===== src/rtl/alu_pkg.sv =====
// alu_pkg: shared types and widths for the ALU operand collector.
//   DW/CW       operand and command widths used by the collector and its interface
//   opcol_state_e collector FSM states
//   alu_op_t    one complete ALU operation as held by the collector
package alu_pkg;
  localparam int DW = 8;
  localparam int CW = 4;
  typedef enum logic [1:0] {IDLE, WAIT_A, WAIT_B, ISSUE} opcol_state_e;
  typedef struct packed {
    logic [DW-1:0] opa;
    logic [DW-1:0] opb;
    logic [CW-1:0] cmd;
    logic          mode;
  } alu_op_t;
endpackage


===== src/rtl/alu_operand_collector_if.sv =====
// alu_operand_collector_if: operand-in and operation-out handshake bundle.
//   in_valid[0]/[1]  OPA/OPB valid          in_opa/in_opb  operands
//   in_cmd/in_mode   command and mode       in_unary       command needs OPA only
//   in_ready         collector accepts      out_valid/out_ready  operation handshake
//   out_opa/out_opb/out_cmd/out_mode        collected operation
//   slave = collector side, master = upstream source plus ALU sink
interface alu_operand_collector_if;
  import alu_pkg::*;
  logic [1:0]    in_valid;
  logic [DW-1:0] in_opa;
  logic [DW-1:0] in_opb;
  logic [CW-1:0] in_cmd;
  logic          in_mode;
  logic          in_unary;
  logic          in_ready;
  logic          out_valid;
  logic          out_ready;
  logic [DW-1:0] out_opa;
  logic [DW-1:0] out_opb;
  logic [CW-1:0] out_cmd;
  logic          out_mode;
  modport slave (
    input  in_valid, in_opa, in_opb, in_cmd, in_mode, in_unary, out_ready,
    output in_ready, out_valid, out_opa, out_opb, out_cmd, out_mode
  );
  modport master (
    output in_valid, in_opa, in_opb, in_cmd, in_mode, in_unary, out_ready,
    input  in_ready, out_valid, out_opa, out_opb, out_cmd, out_mode
  );
endinterface


===== src/rtl/alu_opcol_timer.sv =====
// alu_opcol_timer: wait counter for the missing operand.
//   clk, rst (async, active-low), cen  clock enable
//   clr      restart from zero on the next enabled edge
//   en       count one enabled cycle
//   expired  counter has reached TIMEOUT-1
module alu_opcol_timer #(
  parameter int TIMEOUT = 16
) (
  input  logic clk,
  input  logic rst,
  input  logic cen,
  input  logic clr,
  input  logic en,
  output logic expired
);
  localparam int CNTW = $clog2(TIMEOUT);
  logic [CNTW-1:0] cnt;
  always_ff @(posedge clk or negedge rst)
    if (!rst) cnt <= '0;
    else if (cen) cnt <= clr ? '0 : en ? cnt + CNTW'(1) : cnt;
  assign expired = cnt == CNTW'(TIMEOUT - 1);
endmodule


===== src/rtl/alu_operand_collector.sv =====
// alu_operand_collector: gathers OPA/OPB/CMD/MODE and issues one ALU operation.
//   clk          rising-edge clock
//   rst          asynchronous, active-low reset
//   cen          clock enable; 0 freezes all state
//   bus          alu_operand_collector_if.slave (operand input + operation output)
//   timeout_err  one-cycle pulse when a partial operation is dropped
//   stat_issued / stat_timeouts  saturating event counters, only with ALU_OPCOL_STATS_EN
// DW/CW come from alu_pkg; TIMEOUT (>=2) is the wait budget in enabled cycles.
module alu_operand_collector
  import alu_pkg::*;
#(
  parameter int TIMEOUT = 16
) (
  input  logic                    clk,
  input  logic                    rst,
  input  logic                    cen,
  alu_operand_collector_if.slave  bus,
  output logic                    timeout_err
`ifdef ALU_OPCOL_STATS_EN
  ,
  output logic [15:0]             stat_issued,
  output logic [15:0]             stat_timeouts
`endif
);
  opcol_state_e state, state_nx;
  alu_op_t op, op_nx;
  logic waiting, expired, fire, drop;
  assign waiting = state == WAIT_A || state == WAIT_B;
  assign fire = state == ISSUE && bus.out_ready && cen;
  alu_opcol_timer #(.TIMEOUT(TIMEOUT)) u_timer (
    .clk(clk),
    .rst(rst),
    .cen(cen),
    .clr(!waiting),
    .en(waiting),
    .expired(expired)
  );
  always_ff @(posedge clk or negedge rst)
    if (!rst) begin
      state       <= IDLE;
      op          <= '0;
      timeout_err <= 1'b0;
    end else begin
      state       <= state_nx;
      op          <= op_nx;
      timeout_err <= cen ? drop : timeout_err;
    end
  // A unary op zeroes OPB at first capture, so no unary flag needs to be held.
  always_comb begin
    state_nx = state;
    op_nx    = op;
    drop     = 1'b0;
    if (cen)
      unique case (state)
        IDLE:
          if (bus.in_valid != 2'b00) begin
            op_nx.opa  = bus.in_valid[0] ? bus.in_opa : '0;
            op_nx.opb  = bus.in_valid[1] && !bus.in_unary ? bus.in_opb : '0;
            op_nx.cmd  = bus.in_cmd;
            op_nx.mode = bus.in_mode;
            state_nx   = bus.in_valid[0] && (bus.in_valid[1] || bus.in_unary) ? ISSUE :
                         bus.in_valid[0] ? WAIT_B : WAIT_A;
          end
        WAIT_B:
          if (bus.in_valid[1]) begin
            op_nx.opb = bus.in_opb;
            state_nx  = ISSUE;
          end else if (expired) begin
            op_nx    = '0;
            drop     = 1'b1;
            state_nx = IDLE;
          end
        WAIT_A:
          if (bus.in_valid[0]) begin
            op_nx.opa = bus.in_opa;
            state_nx  = ISSUE;
          end else if (expired) begin
            op_nx    = '0;
            drop     = 1'b1;
            state_nx = IDLE;
          end
        ISSUE:
          state_nx = bus.out_ready ? IDLE : ISSUE;
      endcase
  end
  // in_ready is forced low while reset is asserted so every output reads 0.
  assign bus.in_ready  = rst && state != ISSUE;
  assign bus.out_valid = state == ISSUE;
  assign bus.out_opa   = op.opa;
  assign bus.out_opb   = op.opb;
  assign bus.out_cmd   = op.cmd;
  assign bus.out_mode  = op.mode;
`ifdef ALU_OPCOL_STATS_EN
  always_ff @(posedge clk or negedge rst)
    if (!rst) begin
      stat_issued   <= '0;
      stat_timeouts <= '0;
    end else begin
      if (fire && stat_issued != 16'hFFFF) stat_issued <= stat_issued + 16'd1;
      if (drop && stat_timeouts != 16'hFFFF) stat_timeouts <= stat_timeouts + 16'd1;
    end
`else
  logic unused_fire;
  assign unused_fire = fire;
`endif
endmodule


===== src/flat_wrapper.sv =====
// flat-port wrapper written by rule: the top's interface ports become plain ports
module alu_operand_collector_flat import alu_pkg::*;
#(
  parameter int TIMEOUT = 16
)
  (clk, rst, cen, timeout_err, bus_in_valid, bus_in_opa, bus_in_opb, bus_in_cmd, bus_in_mode, bus_in_unary, bus_out_ready, bus_in_ready, bus_out_valid, bus_out_opa, bus_out_opb, bus_out_cmd, bus_out_mode);
  alu_operand_collector_if bus_i ();
  input  logic clk;
  input  logic rst;
  input  logic cen;
  output logic timeout_err;
  input wire logic [$bits(bus_i.in_valid)-1:0] bus_in_valid;
  input wire logic [$bits(bus_i.in_opa)-1:0] bus_in_opa;
  input wire logic [$bits(bus_i.in_opb)-1:0] bus_in_opb;
  input wire logic [$bits(bus_i.in_cmd)-1:0] bus_in_cmd;
  input wire logic [$bits(bus_i.in_mode)-1:0] bus_in_mode;
  input wire logic [$bits(bus_i.in_unary)-1:0] bus_in_unary;
  input wire logic [$bits(bus_i.out_ready)-1:0] bus_out_ready;
  output wire logic [$bits(bus_i.in_ready)-1:0] bus_in_ready;
  output wire logic [$bits(bus_i.out_valid)-1:0] bus_out_valid;
  output wire logic [$bits(bus_i.out_opa)-1:0] bus_out_opa;
  output wire logic [$bits(bus_i.out_opb)-1:0] bus_out_opb;
  output wire logic [$bits(bus_i.out_cmd)-1:0] bus_out_cmd;
  output wire logic [$bits(bus_i.out_mode)-1:0] bus_out_mode;
  assign bus_i.in_valid = bus_in_valid;
  assign bus_i.in_opa = bus_in_opa;
  assign bus_i.in_opb = bus_in_opb;
  assign bus_i.in_cmd = bus_in_cmd;
  assign bus_i.in_mode = bus_in_mode;
  assign bus_i.in_unary = bus_in_unary;
  assign bus_i.out_ready = bus_out_ready;
  assign bus_in_ready = bus_i.in_ready;
  assign bus_out_valid = bus_i.out_valid;
  assign bus_out_opa = bus_i.out_opa;
  assign bus_out_opb = bus_i.out_opb;
  assign bus_out_cmd = bus_i.out_cmd;
  assign bus_out_mode = bus_i.out_mode;
  alu_operand_collector #(.TIMEOUT(TIMEOUT)) u_core (.clk(clk), .rst(rst), .cen(cen), .bus(bus_i), .timeout_err(timeout_err));
endmodule

===== config.mk =====
export PLATFORM = sky130hd
export DESIGN_NAME = alu_operand_collector_flat
export DESIGN_NICKNAME = d
export VERILOG_FILES = /design/src/rtl/alu_pkg.sv /design/src/rtl/alu_operand_collector_if.sv /design/src/rtl/alu_opcol_timer.sv /design/src/rtl/alu_operand_collector.sv /design/src/flat_wrapper.sv
export SDC_FILE = /design/constraint.sdc
export NUM_CORES = 1
export LEC_CHECK = 0
export CORE_ASPECT_RATIO = 2
export CORE_MARGIN = 10
export CORE_UTILIZATION = 39
export CTS_CLUSTER_SIZE = 20
export DETAILED_ROUTE_END_ITERATION = 6
export PLACE_DENSITY = 0.74
export RECOVER_POWER = 25
export SYNTH_ARGS = -nofsm -noshare
export SYNTH_HDL_FRONTEND = slang
export SYNTH_HIERARCHICAL = 1
export SYNTH_SLANG_ARGS = --single-unit

===== constraint.sdc =====
create_clock -name clk -period 1.9 [get_ports clk]
set_input_delay 0.38 -clock clk [delete_from_list [all_inputs] [get_ports clk]]
set_output_delay 0.38 -clock clk [all_outputs]
set_load 0.05 [all_outputs]

==> results of run 1 <==
==> cells in the final DEF, fill, tap and decap left out, types with 2 or more instances in the layout <==
cell type / netlist / layout
sky130_fd_sc_hd__clkdlybuf4s50_1: 0 / 37
sky130_fd_sc_hd__dfrtp_1: 28 / 27
sky130_fd_sc_hd__buf_4: 2 / 22
sky130_fd_sc_hd__a22o_1: 16 / 16
sky130_fd_sc_hd__inv_1: 10 / 10
sky130_fd_sc_hd__ha_1: 7 / 7
sky130_fd_sc_hd__nand2_1: 6 / 6
sky130_fd_sc_hd__a22o_2: 5 / 5
sky130_fd_sc_hd__clkbuf_8: 0 / 4
sky130_fd_sc_hd__a21oi_1: 4 / 4
sky130_fd_sc_hd__nor2_1: 3 / 3
sky130_fd_sc_hd__o22ai_1: 3 / 3
sky130_fd_sc_hd__buf_12: 0 / 2
sky130_fd_sc_hd__o31ai_2: 2 / 2
sky130_fd_sc_hd__o21ai_0: 2 / 2
sky130_fd_sc_hd__and3_2: 1 / 2
sky130_fd_sc_hd__nor2b_1: 3 / 2
sky130_fd_sc_hd__nand3_1: 2 / 2
sky130_fd_sc_hd__o31ai_1: 2 / 2
==> layer usage <==
metal	vias to the layer above	wire [microns]	global-route usage, %
li1	576	-	-
met1	608	1406	13.18
met2	36	2459	25.00
met3	4	205	1.711
met4	0	46	3.859
met5	-	0	0
==> cell type report <==
type	instances	share of cell area [%]
multi-input combinational	77	31.45
clock buffer	4	2.611
timing repair buffer	63	28.01
sequential	28	33.29
tap	48	2.849
inverter	10	1.780
==> power breakdown <==
part / internal, W / switching (W)
logic: 0.00105 / 0.00162
clock network: 0.000185 / 0.000174
registers: 0.000864 / 0.000175
==> per-stage QoR <==
step	hold WS, ns	utilization (%)	std cells	total power (W)
2_1_floorplan	0.08441	-	117	0.002718
3_3_place_gp	0.4844	59.12	226	0.003577
3_5_place_dp	0.4831	59.12	226	0.003668
4_1_cts	0.5087	61.21	230	0.004063
5_1_grt	0.5217	61.72	230	0.004290
6_report	0.5056	61.72	230	0.004064
==> flip-flops by register name, indices dropped and copies added, names as in the netlist <==
signal               count
u_core/bus.out_mode      1
u_core/bus.out_opa       8
u_core/timeout_err       1
u_core/bus.out_opb       8
u_core/bus.out_cmd       4
u_core/u_timer/cnt       4
u_core/state             2
==> cell families (layout without fill, tap and decap cells) <==
logic type,Yosys count,in the layout,synth area share [%]
compound gates,42,42,25.95
flops,28,28,50.82
simple gates,27,27,11.98
buf+inv,12,77,3.811
fa+ha+maj,7,7,6.352
mux,1,1,1.089
==> path summary, 6_finish.rpt <==
kind,startpoint,to,slack [ns]
setup / recovery,u_core/bus.out_opb[0],bus_out_opb[0],0.07
hold / removal,u_core/bus.out_opb[7],u_core/bus.out_opb[7],0.51
setup reg to reg,u_core/state[1],u_core/bus.out_opb[3],0.09
hold reg to reg,u_core/bus.out_opb[7],u_core/bus.out_opb[7],0.51
max in group asynchronous,rst,u_core/state[0],0.71
min in group asynchronous,rst,u_core/bus.out_opb[1],0.71
==> timing repair <==
action	in CTS	in global routing
pin swaps	1	0
endpoints found under the setup margin	16	19
buffers inserted	0	0
gates resized for setup	4	4
==> flow_summary.json, run 1 <==
{
  "insertedDiodeCount": 0,
  "antenna_found_initial": 0,
  "critPathCaptureType": "primary output",
  "global_route_usage_over_all_layers_pct": 13.06,
  "cts_tree": "built",
  "setup-tns-final_ns": 0,
  "drtIter0Drc": 38,
  "pin_count": 52,
  "die_area_sq_um": 6458,
  "ys_top_cells_by_count": "28 x sky130_fd_sc_hd__dfrtp_1, 16 x sky130_fd_sc_hd__a22o_1, 10 x sky130_fd_sc_hd__inv_1",
  "cts_made_buffers": 3,
  "wl_per_cell_microns": 17.90,
  "clkTransAtPathRegs_ns": 0.09,
  "final_antenna_net_count": 0,
  "grt_max_degree": 29,
  "timing.critical_path.cells": "clkdlybuf4s50_1",
  "synth.ff_latch_count": 28,
  "worst-endpoint-required_ns": 1.52,
  "critical_path_stages": 1,
  "netlist_instances": 117,
  "worst_r2r_path_depth": 7,
  "post_synth_instance_area_sq_um": 1379,
  "grt_first_pass_wirelength_mm": 6.582,
  "synth-edff-count": 0,
  "buffer_ports.inserted": 51,
  "final-hold-violation-count": 0,
  "cp_num_buf_inv": 1,
  "cts_buffer_depth": 2,
  "critical_path.top_delay_family": "buffers and inverters",
  "dpl-instance-area_sq_um": 2019,
  "final_design_area_no_fill_sq_um": 2108,
  "run_status": "finished clean",
  "flow.area_growth_from_synthesis_pct": 52.90,
  "cts_root_buf": "sky130_fd_sc_hd__clkbuf_8",
  "fin_ws_ns": 0.06907,
  "gp_congestion": 0.8461,
  "slowest_delay_ns": 0.82,
  "nets": 218,
  "number_of_pins_exceeding_their_max_slew_limit_in_the_final_report": 0,
  "drc": 0,
  "cts.htree.levels": 1,
  "synth_cell_types": 36,
  "postSynthAreaPerCell_sq_um": 11.78,
  "fin_crit_share_pct": 96.36,
  "post-synth-top-area-cell": "sky130_fd_sc_hd__dfrtp_1",
  "holdCritPathClass": "register to register",
  "power.density_cell_area_nw_per_um2": 1928,
  "final_wirelength_mm": 4.117,
  "synthesis.yosys.warnings": 6,
  "synth-seq-area-share_pct": 50.82,
  "ys_dominant_reg_cell": "sky130_fd_sc_hd__dfrtp_1",
  "timing.setup.critical_path_class": "register to primary output",
  "cts_hold_buffers": 0,
  "number_of_global_route_vias_before_repair": 1304,
  "timing.hold.worst_path_depth": 1,
  "final-setup-viol-count": 0,
  "synth_net_count": 152,
  "drv.max_cap_violation_count": 0,
  "dp_slack_ns": -0.1313,
  "fmaxAchievable_ghz": 0.5462,
  "cts_sinks": 28,
  "post_dp_hpwl_mm": 3.391,
  "grt-ovfl-total": 0,
  "vias_after_detailed_routing": 1224,
  "async_flop_share_pct": 100.0,
  "worst_ep_arrival_time_ns": 1.45,
  "slew_headroom_pct": 54.88,
  "crit_path_max_fanout": 2,
  "core.rowCount": 30,
  "layout.filler_cells": 287,
  "worst_slew_pin_slew_ns": 0.6769,
  "ys_top_cells_by_area": "sky130_fd_sc_hd__dfrtp_1 51%, sky130_fd_sc_hd__a22o_1 10%, sky130_fd_sc_hd__ha_1 6.4%",
  "drt_pass1_iterations": 4,
  "timing.critical_path.from_type": "register",
  "leakage_nw": 0.9671,
  "post-synth-top-area-fraction_pct": 50.82,
  "finalClockSkew_ns": 0.007607,
  "timing.final.crit_period_ns": 1.831,
  "post_route_cells_drive_above_1_share_pct": 26.92,
  "worst_ir_drop_vdd_v": 0.0008732,
  "die_w_microns": 62.05,
  "ff_latch_area_sq_um": 701.9,
  "placeableCoreArea_sq_um": 3416,
  "post_drt_via_cell_ratio": 5.322,
  "synthMostInstantiatedCell": "sky130_fd_sc_hd__dfrtp_1",
  "cp_slowest_cell": "sky130_fd_sc_hd__clkdlybuf4s50_1",
  "starting_density_of_the_core_pct": 40.37,
  "multi_input_area_sq_um": 663.1,
  "clkLatencyLatePin_ns": 0.27,
  "die_h_microns": 104.1
}
Power figures use the tool's default switching activity.
==> run 2, diff against run 1 <==
REMOVE_ABC_BUFFERS = 1   (was not set)
SKIP_LAST_GASP = 1   (was not set)
==> flow_summary.json, run 2 (synthesis results as in run 1) <==
{
  "run_status": "finished clean",
  "cts_buffer_depth": 2,
  "drtIter0Drc": 33,
  "cts_tree": "built",
  "fin_crit_share_pct": 97.37,
  "worst_r2r_dst": "u_core/bus.out_cmd[2]",
  "starting_density_of_the_core_pct": 40.37,
  "worst_r2r_path_depth": 5,
  "cts_made_buffers": 3,
  "power.density_cell_area_nw_per_um2": 1987,
  "drc": 0,
  "global_route_usage_over_all_layers_pct": 12.64,
  "final_antenna_net_count": 0,
  "die_area_sq_um": 6458,
  "nets": 216,
  "slowest_delay_ns": 0.81,
  "timing.critical_path.from_type": "register",
  "wl_per_cell_microns": 17.22,
  "hold_end": "u_core/bus.out_opb[3]",
  "vias_after_detailed_routing": 1217,
  "timing.setup.critical_path_class": "register to primary output",
  "number_of_global_route_vias_before_repair": 1303,
  "post_route_cells_drive_above_1_share_pct": 27.78,
  "timing.hold.worst_path_depth": 1,
  "critPathCaptureType": "primary output",
  "number_of_pins_exceeding_their_max_slew_limit_in_the_final_report": 0,
  "post_drt_via_cell_ratio": 5.338,
  "drv.max_cap_violation_count": 0,
  "layout_commonest_cell": "sky130_fd_sc_hd__clkdlybuf4s50_1",
  "r2r_slack_ns": 0.08,
  "cp_slowest_cell": "sky130_fd_sc_hd__clkdlybuf4s50_1",
  "buffer_ports.inserted": 51,
  "cts_root_buf": "sky130_fd_sc_hd__clkbuf_8",
  "cts_hold_buffers": 0,
  "worstReg2RegStart": "u_core/state[0]",
  "cts.htree.levels": 1,
  "final-hold-violation-count": 0,
  "most_frequent_cells_in_the_layout": "35 x sky130_fd_sc_hd__clkdlybuf4s50_1, 28 x sky130_fd_sc_hd__dfrtp_1, 22 x sky130_fd_sc_hd__buf_4, 16 x sky130_fd_sc_hd__a22o_1, 8 x sky130_fd_sc_hd__inv_1",
  "cp_num_buf_inv": 1,
  "setup-tns-final_ns": 0,
  "finalClockSkew_ns": 0.008468,
  "grt_setup_unrepaired": "no",
  "clkTransAtPathRegs_ns": 0.10,
  "post_dp_hpwl_mm": 3.084,
  "flow.area_growth_from_synthesis_pct": 52.00,
  "insertedDiodeCount": 0,
  "holdCritPathClass": "register to register",
  "pin_count": 52,
  "finalCoreUtilization_pct": 61.36,
  "worst_ir_drop_vdd_v": 0.001043,
  "cts_sinks": 28,
  "core.rowCount": 30,
  "drt_pass1_iterations": 4,
  "crit_path_max_fanout": 2,
  "final_wirelength_mm": 3.927,
  "die_w_microns": 62.05,
  "timing.critical_path.cells": "clkdlybuf4s50_1",
  "grt-ovfl-total": 0,
  "leakage_nw": 0.9560,
  "die_h_microns": 104.1,
  "fmaxAchievable_ghz": 0.5405,
  "worst_ep_arrival_time_ns": 1.47,
  "grt_max_degree": 29,
  "hp-start": "u_core/bus.out_opb[3]",
  "grt_first_pass_wirelength_mm": 6.361,
  "placeableCoreArea_sq_um": 3416,
  "timing.final.crit_period_ns": 1.850,
  "gp_congestion": 0.9232,
  "antenna_found_initial": 0,
  "worst-endpoint-required_ns": 1.52,
  "final-setup-viol-count": 0,
  "critical_path.top_delay_family": "buffers and inverters",
  "slew_headroom_pct": 53.94,
  "worst_slew_pin_slew_ns": 0.6909,
  "clkLatencyLatePin_ns": 0.28
}
==> run 2: per-stage QoR <==
step / worst slack [ns] / total power [W] / area (sq um) / cells / hold slack, ns
final: 0.04999 / 0.004164 / 2096 / 228 / 0.5029
after global routing: 0.0006863 / 0.004383 / 2096 / 228 / 0.5210
after CTS: 0.03056 / 0.004151 / 2085 / 228 / 0.5065
after detailed placement: -0.1276 / 0.003632 / 1997 / 224 / 0.4817
after global placement: -0.05854 / 0.003562 / 1997 / 224 / 0.4830
after floorplan: -0.07035 / 0.002705 / 1364 / 115 / 0.08441
==> run 2: where the power goes <==
group          switching (W)  leakage, nW  total (W)  internal [W]
sequential          0.000176        0.370    0.00104      0.000862
clock               0.000188       0.0357   0.000471      0.000282
combinational        0.00163        0.550    0.00266       0.00102
total                0.00200        0.956    0.00416       0.00217
==> run 2: metal layers <==
| layer | up-vias | part of all wire [%] | GRT usage [%] |
|---|---|---|---|
| met5 | - | 0 | 0 |
| met4 | 0 | 1.5 | 5.627 |
| met3 | 5 | 7.4 | 2.200 |
| met2 | 46 | 57 | 23.31 |
| met1 | 591 | 34 | 12.45 |
| li1 | 575 | - | - |
==> run 2: worst max path at each step <==
stage / depth (start not counted) / to / start / slack (ns)
after floorplan: 2 / bus_in_ready / u_core/state[0] / -0.07
after detailed placement: 5 / u_core/bus.out_cmd[1] / bus_in_valid[0] / -0.13
final: 1 / bus_out_opa[1] / u_core/bus.out_opa[1] / 0.05
after CTS: 5 / u_core/bus.out_opa[0] / u_core/state[0] / 0.03
after global placement: 5 / u_core/bus.out_cmd[1] / bus_in_valid[1] / -0.06
after global routing: 5 / u_core/bus.out_opa[0] / u_core/state[0] / 0.0007
==> run 2: area by class of cell <==
type                       count  area [sq um]
fill                         283          1320
clock inverter                 1         30.03
timing repair buffer          61         570.5
tap                           48         60.06
inverter                      10         37.54
clock buffer                   3         41.29
sequential                    28         700.7
multi-input combinational     77         655.6
==> run 2: timing repair <==
action / 4_1_cts / 5_1_grt
pin swaps: 1 / 0
resized for setup: 3 / 6
setup endpoints to repair: 18 / 19
buffers inserted: 0 / 0
==> run 3, diff against run 2 <==
GPL_TIMING_DRIVEN = 0   (was not set)
==> flow_summary.json, run 3 (synthesis results as in run 1) <==
{
  "run_status": "finished clean",
  "fin_crit_share_pct": 98.91,
  "setup-tns-final_ns": 0,
  "switching_power_w": 0.002082,
  "grt-ovfl-total": 0,
  "flow.area_growth_from_synthesis_pct": 58.08,
  "die_area_sq_um": 6458,
  "final_wirelength_mm": 3.939,
  "post_route_cells_drive_above_1_share_pct": 22.91,
  "drc": 0,
  "timing.setup.critical_path_class": "register to register",
  "global_route_usage_over_all_layers_pct": 12.32,
  "final-hold-violation-count": 0,
  "cts_root_buf": "sky130_fd_sc_hd__clkbuf_8",
  "worstReg2RegStart": "u_core/state[1]",
  "wl_per_cell_microns": 17.35,
  "worst-endpoint-required_ns": 2.05,
  "worst_slew_pin_slew_ns": 0.5252,
  "cts_buffer_depth": 2,
  "critPathCaptureType": "register",
  "fmaxAchievable_ghz": 0.5321,
  "number_of_global_route_vias_before_repair": 1244,
  "cts_sinks": 28,
  "drt_pass1_iterations": 4,
  "power_frac_seq_pct": 23.4,
  "buffer_ports.inserted": 51,
  "insertedDiodeCount": 0,
  "cts_hold_buffers": 0,
  "worst_ir_drop_vdd_v": 0.001230,
  "layout_commonest_cell": "sky130_fd_sc_hd__clkdlybuf4s50_1",
  "cts_made_buffers": 3,
  "capturing_instance_or_port_of_the_critical_path": "u_core/state[1]",
  "grt_max_degree": 30,
  "final_antenna_net_count": 0,
  "core.rowCount": 30,
  "number_of_pins_exceeding_their_max_slew_limit_in_the_final_report": 0,
  "cellInternalPower_w": 0.002345,
  "drv.max_cap_violation_count": 0,
  "worst_r2r_path_depth": 7,
  "starting_density_of_the_core_pct": 40.37,
  "clkTransAtPathRegs_ns": 0.09,
  "worst_r2r_dst": "u_core/state[1]",
  "pin_count": 52,
  "drtIter0Drc": 41,
  "crit_path_max_fanout": 5,
  "grt_setup_unrepaired": "yes",
  "die_w_microns": 62.05,
  "count_of_placed_standard_cells_in_the_final_layout_fillers_left_out": 227,
  "finalClockSkew_ns": 0.006822,
  "placeableCoreArea_sq_um": 3416,
  "worst_ep_arrival_time_ns": 2.03,
  "most_frequent_cells_in_the_layout": "45 x sky130_fd_sc_hd__clkdlybuf4s50_1, 27 x sky130_fd_sc_hd__dfrtp_1, 16 x sky130_fd_sc_hd__a22o_1, 10 x sky130_fd_sc_hd__buf_4, 7 x sky130_fd_sc_hd__inv_1",
  "holdCritPathClass": "primary input to asynchronous set/reset pin",
  "cts.htree.levels": 1,
  "cts_tree": "built",
  "clkLatencyLatePin_ns": 0.28,
  "timing.critical_path.from_type": "register",
  "gp_congestion": 0.8976,
  "r2r_slack_ns": 0.02,
  "pwr-share-clk_pct": 10.6,
  "post_dp_hpwl_mm": 2.938,
  "final-setup-viol-count": 0,
  "switching_share_pct": 47.02,
  "antenna_found_initial": 0,
  "post_drt_via_cell_ratio": 5.410,
  "grt_first_pass_wirelength_mm": 6.272,
  "timing.final.crit_period_ns": 1.879,
  "slew_headroom_pct": 64.88,
  "finalCoreUtilization_pct": 63.81,
  "leakage_nw": 0.9477,
  "power.density_cell_area_nw_per_um2": 2031,
  "vias_after_detailed_routing": 1228,
  "critPathLaunch": "u_core/state[1]",
  "dp.cells": 214,
  "part_of_the_power_in_combinational_logic_pct": 66.0,
  "die_h_microns": 104.1,
  "nets": 215
}
-- run 3: cell types whose count changed in the layout (fill, tap and decap cells not counted), sizes merged --
| cell | before | now |
|---|---|---|
| clkdlybuf4s50 | 35 | 45 |
| dlygate4sd2 | 0 | 1 |
| dlymetal6s2s | 0 | 2 |
| buf | 24 | 10 |
| dlygate4sd3 | 1 | 0 |
| inv | 10 | 9 |
| clkdlybuf4s15 | 0 | 1 |
| clkinvlp | 0 | 1 |
-- run 3: how the worst min path moves through the flow --
| stage | start | end | slack (ns) |
|---|---|---|---|
| after floorplan | rst | u_core/bus.out_cmd[0] | 0.08 |
| after global placement | u_core/bus.out_opa[0] | u_core/bus.out_opa[0] | 0.48 |
| after detailed placement | u_core/bus.out_opa[1] | u_core/bus.out_opa[1] | 0.48 |
| after CTS | rst | u_core/u_timer/cnt[2] | 0.02 |
| after global routing | rst | u_core/state[1] | 0.02 |
| final | rst | u_core/state[1] | 0.003 |
-- run 3: area by class of cell --
cell class | count | area, sq um
fillers | 260 | 1236
multi-input cells | 77 | 728.2
flip-flops and latches | 28 | 701.9
repair buffers | 60 | 574.3
well taps | 48 | 60.06
inverters | 10 | 43.79
clock buffers | 3 | 41.29
clock inverters | 1 | 30.03
-- run 3: what timing repair did --
item | 4_1_cts | 5_1_grt
buffers inserted | 4 | 5
endpoints found under the setup margin | 23 | 24
resized for setup | 20 | 16
gates cloned | 0 | 0
pin swaps | 0 | 2
-- run 3: layer usage --
| layer | part of all wire, % | GRT usage, % | wire (microns) |
|---|---|---|---|
| met5 | 0 | 0 | 0 |
| met4 | 1.1 | 3.859 | 43 |
| met3 | 6.4 | 2.445 | 252 |
| met2 | 57 | 21.69 | 2243 |
| met1 | 36 | 13.70 | 1400 |
-- run 3: per-stage QoR --
step / setup WS, ns / hold WS, ns / total power (W) / instance area (sq um)
finish: 0.02063 / 0.003429 / 0.004426 / 2180
global placement: -1.280 / 0.4826 / 0.003439 / 1934
floorplan: -0.07035 / 0.08441 / 0.002705 / 1364
CTS: -0.1438 / 0.02076 / 0.004285 / 2102
global route: -0.01885 / 0.02157 / 0.004660 / 2180
detailed placement: -1.347 / 0.4815 / 0.003505 / 1934
-- run 3: power by group through the flow --
stage | clock [W] | sequential, W | combinational (W)
floorplan | 0 | 0.00177 | 0.000935
global placement | 0 | 0.00102 | 0.00242
detailed placement | 0 | 0.00104 | 0.00247
CTS | 0.000477 | 0.00103 | 0.00278
global route | 0.000504 | 0.00106 | 0.00309
finish | 0.000469 | 0.00104 | 0.00292
-- run 3: critical path: stages, from the launching register on --
cell and delay [ns]:
sky130_fd_sc_hd__dfrtp_1 0.43, sky130_fd_sc_hd__inv_2 0.09, sky130_fd_sc_hd__buf_4 0.14, sky130_fd_sc_hd__ha_1 0.26, sky130_fd_sc_hd__nor2_1 0.33, sky130_fd_sc_hd__nor4_1 0.10
sky130_fd_sc_hd__a311oi_1 0.26, sky130_fd_sc_hd__o31ai_1 0.13
